### config.mk
export PLATFORM = sky130hd
export DESIGN_NAME = ram_fifo_ctrl
export DESIGN_NICKNAME = d
export VERILOG_FILES = /design/src/rtl/ram_fifo_ctrl.sv
export SDC_FILE = /design/constraint.sdc
export NUM_CORES = 1
export LEC_CHECK = 0
export ABC_CLOCK_PERIOD_IN_PS = 11030
export BUFFER_PORTS_ARGS = -buffer_cell sky130_fd_sc_hd__buf_4
export CORE_UTILIZATION = 45
export DETAILED_ROUTE_END_ITERATION = 12
export PLACE_DENSITY = 0.74
export SYNTH_ARGS = -nofsm -noshare
export SYNTH_HDL_FRONTEND = slang
export SYNTH_SLANG_ARGS = --single-unit
export TNS_END_PERCENT = 5
### constraint.sdc
create_clock -name clk -period 11.03 [get_ports clk]
set_input_delay 2.206 -clock clk [delete_from_list [all_inputs] [get_ports clk]]
set_output_delay 2.206 -clock clk [all_outputs]
set_load 0.02 [all_outputs]
### src/rtl/ram_fifo_ctrl.sv
// Valid/ready FIFO controller around an external dual-port RAM (A = write, B = read).
// A 2-entry skid register absorbs the RAM's 1-cycle read latency for first-word-fall-through output.
module ram_fifo_ctrl #(
    parameter int data_wd = 48,
    parameter int add_wd  = 4
) (
    input  logic               clk,
    input  logic               rst_n,
    input  logic               wr_valid,
    output logic               wr_ready,
    input  logic [data_wd-1:0] wr_data,
    output logic               rd_valid,
    input  logic               rd_ready,
    output logic [data_wd-1:0] rd_data,
    output logic [add_wd+1:0]  level,
    output logic               cs_a,
    output logic               rnw_a,
    output logic [add_wd-1:0]  a_add,
    output logic [data_wd-1:0] a_data_in,
    output logic               cs_b,
    output logic               rnw_b,
    output logic [add_wd-1:0]  b_add,
    input  logic [data_wd-1:0] b_data_out
);

    localparam int DEPTH = 1 << add_wd;
    localparam logic [add_wd:0]   MEM_FULL = (add_wd+1)'(DEPTH);
    localparam logic [add_wd-1:0] PTR_ONE  = add_wd'(1);

    logic [add_wd-1:0]  wr_ptr;
    logic [add_wd-1:0]  rd_ptr;
    logic [add_wd:0]    mem_cnt;
    logic               inflight;
    logic [data_wd-1:0] skid [2];
    logic [1:0]         out_cnt;
    logic               head;
    logic               tail;
    logic               push;
    logic               pop;
    logic               issue;
    logic [2:0]         occ_after_pop;

    assign wr_ready = rst_n && (mem_cnt != MEM_FULL);
    assign push     = wr_valid && wr_ready;
    assign rd_valid = (out_cnt != 2'd0);
    assign rd_data  = skid[head];
    assign pop      = rd_valid && rd_ready;

    // Only issue a read if the skid will have a free slot when its data lands.
    assign occ_after_pop = {1'b0, out_cnt} + {2'b00, inflight} - {2'b00, pop};
    assign issue         = rst_n && (mem_cnt != '0) && (occ_after_pop < 3'd2);

    assign cs_a      = push;
    assign rnw_a     = 1'b0;
    assign a_add     = wr_ptr;
    assign a_data_in = wr_data;
    assign cs_b      = issue;
    assign rnw_b     = 1'b1;
    assign b_add     = rd_ptr;

    assign level = (add_wd+2)'(mem_cnt) + (add_wd+2)'(inflight) + (add_wd+2)'(out_cnt);

    always_ff @(posedge clk or negedge rst_n) begin
        if (!rst_n) begin
            wr_ptr   <= '0;
            rd_ptr   <= '0;
            mem_cnt  <= '0;
            inflight <= 1'b0;
            skid[0]  <= '0;
            skid[1]  <= '0;
            out_cnt  <= 2'd0;
            head     <= 1'b0;
            tail     <= 1'b0;
        end else begin
            if (push)
                wr_ptr <= wr_ptr + PTR_ONE;
            if (issue)
                rd_ptr <= rd_ptr + PTR_ONE;
            mem_cnt  <= mem_cnt + (add_wd+1)'(push) - (add_wd+1)'(issue);
            inflight <= issue;
            if (inflight) begin
                skid[tail] <= b_data_out;
                tail       <= ~tail;
            end
            if (pop)
                head <= ~head;
            out_cnt <= out_cnt + {1'b0, inflight} - {1'b0, pop};
        end
    end

endmodule
==> out/metrics.cfg <==
[power_and_ir_drop]
seq_power_share_pct=30.6
leakagePower_nw=3.270
p_comb_share_pct=45.6
intPower_mw=1.683
switching_share_pct=34.00
power_density_mw_per_mm2=366.4
ir_drop_v=0.0001821
total_power_mw=2.550
p_sw_mw=0.8670
clockPowerShare_pct=23.8

[finish]
layout.nets=591
layout-drive-gt1-share_pct=62.01
antenna_cells=0
nFillCells=1000
area_delta_synth_final_pct=22.73

[placed_design]
dpl.hpwl_mm=7.028
port_buffers=117
gp_congestion=0.7522

[timing]
finalMaxSlewViolations=0
period_needed_ps=6425
tns_ps=0
hold_viol=0
fin_worst_skew_ps=6.055
fin_crit_sh_pct=58.25
worstMarginPinSlew_ps=780.1
holdWs_ps=478.0
setup_viol=0
slew_headroom_pct=47.99
rsz0062_at_grt=no
max_freq_mhz=155.6

[global_route]
grt_max_degree=63
grt_usage_pct=17.78
antenna_found_initial=0
grt_pass1_wl_mm=17.55
grt_pass1_vias=3646
grt_overflow=0

[drt]
ant_nets=0
first_pass_iters=4
drt-total-wl_mm=10.51
via_per_inst=4.937
dr_total_vias=3234
remaining_drc_errors=0
drtIter0Drc=100
wl_per_cell_microns=16.04

[hold_path]
hold_path_class=flop to flop
whs_path_depth=1

[floorplanning]
die_h_microns=114.3
die_area_sq_mm=0.01305
core.rowCount=40
num_io_pins=216
coreArea_sq_mm=0.01216
dieWidth_microns=114.3
start_util_pct=46.63

[clocking]
cts_sinks=114
htree_levels=4
clk_latency_ps=410
hold_buffers=0
cts_resized=0
cts_setup_buffers=0
cts_tree=done
clock_tree.root_cell=clkbuf_16
cts_inserted_buffers=17
clk_pin_slew_worst_paths_ps=50
clockBufferDepth=2

[worst_setup_path]
worstSetupStartpointType=primary input
crit_required_ps=8820
rr_worst_depth=18
arrival_ps=4220
path_class=primary input to output pin
cp-end-kind=output pin
crit_fanout=7

[synth]
synth_most_common_cell=mux2_2
synthArstFlopShare_pct=100.0
seq_area_frac_synth_pct=50.31
yosys_most_used_dff=dfrtp_1
synth_seq_cells=114
ys_top_cells_by_count=123 x mux2_2, 114 x dfrtp_1, 52 x buf_4, 20 x mux2_4, 18 x inv_1
synth_top_cell_area_share_pct=50.31
syn-mean-instance-area_sq_um=14.21
syn-num-nets=516
syn_area_sq_mm=0.005670
synth_cell_types=29
synth_area_leaders=dfrtp_1 50%, mux2_2 24%, buf_4 6.9%, mux2_4 5.3%, ha_1 2.9%
ys_warn_count=0
synthCells=399
yosysTopAreaCell=dfrtp_1
synth_edf_count=0

[job]
max_cap_viol_count=0

[status]
status=complete, no violations

## worst paths after layout
check | to | slack (ps) | startpoint
hold reg to reg | a_add[3] | 480 | a_add[3]
max in group asynchronous | skid[1] | 7930 | rst_n
hold / removal | a_add[3] | 480 | a_add[3]
min in group asynchronous | skid[11] | 1830 | rst_n
setup / recovery | cs_b | 4600 | rd_ready
setup reg to reg | mem_cnt[4] | 7060 | out_cnt[1]
## per-stage QoR
stage	cells	worst slack, ps	utilization [%]	cell area [sq um]
6_report	655	4605	57.22	6959
4_1_cts	655	4594	57.22	6959
3_3_place_gp	623	4639	51.78	6297
3_5_place_dp	623	4612	51.78	6297
2_1_floorplan	399	4992	-	5670
5_1_grt	655	4473	57.22	6959
## worst max-delay path, cell delays in order
cell and delay, ps:
buf_4 120, and2_1 150, ha_1 270, inv_1 50, ha_1 130, inv_1 50, fa_1 500, nand2_1 100
a211oi_4 430, buf_4 220
## power by group through the flow
stage	registers (mW)	logic (mW)	clock network, mW
global placement	0.769	1.15	0
floorplan	0.749	0.834	0
finish	0.779	1.16	0.607
detailed placement	0.789	1.18	0
global route	0.812	1.26	0.644
CTS	0.784	1.18	0.621
## cells in the final DEF (no fill, tap or decap)
cell type / n
xnor2_1: 8
dfrtp_1: 113
ha_1: 13
nor2b_1: 1
mux2_1: 3
dfrtp_2: 1
nand2_2: 1
clkbuf_8: 4
mux2_2: 123
clkbuf_1: 1
a21o_1: 1
o21bai_1: 1
nand4_1: 2
nor3b_4: 1
a211oi_4: 1
nor2_1: 1
mux2_4: 20
clkinv_2: 4
xor2_1: 7
o21ai_0: 1
and2_1: 1
a21boi_0: 1
or2_2: 1
clkinvlp_4: 1
fa_1: 4
inv_1: 18
nor2_4: 1
bufinv_16: 5
a21oi_2: 1
buf_4: 121
nand2_1: 5
conb_1: 2
clkbuf_16: 17
a21oi_1: 2
## registers in the layout, summed over array words and instances (netlist names)
name / flops
a_add: 4
tail: 1
skid: 96
head: 1
mem_cnt: 5
b_add: 4
inflight: 1
out_cnt: 2
## cell type report
class | instances | area [sq um] | share of cell area [%]
tap | 168 | 210.2 | 3.021
clock buffer | 22 | 484.2 | 6.958
inverter | 18 | 67.56 | 0.9709
clock inverter | 10 | 177.7 | 2.553
sequential | 114 | 2854 | 41.01
timing repair buffer | 121 | 908.4 | 13.05
multi-input combinational | 202 | 2257 | 32.43
## metal layers
| layer | vias to the layer above | wire length (microns) | track usage [%] |
|---|---|---|---|
| met4 | 0 | 238 | 8.745 |
| met1 | 1636 | 4121 | 19.01 |
| li1 | 1454 | - | - |
| met5 | - | 0 | 0 |
| met3 | 35 | 705 | 6.723 |
| met2 | 109 | 5441 | 30.83 |
## kinds of logic (layout without fill, tap and decap cells)
kind of cell | Yosys count | count (layout) | synth area share, %
AND/OR/NAND/NOR | 14 | 14 | 1.589
XOR/XNOR | 15 | 15 | 2.317
other | 2 | 2 | 0.1324
adder cells (fa/ha/maj) | 17 | 17 | 4.281
multiplexers | 146 | 146 | 30.32
AO/OA/AOI/OAI | 8 | 8 | 1.170
buffers and inverters | 83 | 171 | 9.885
flip-flops | 114 | 114 | 50.31
Note: power is estimated with default switching activity, not from simulation.
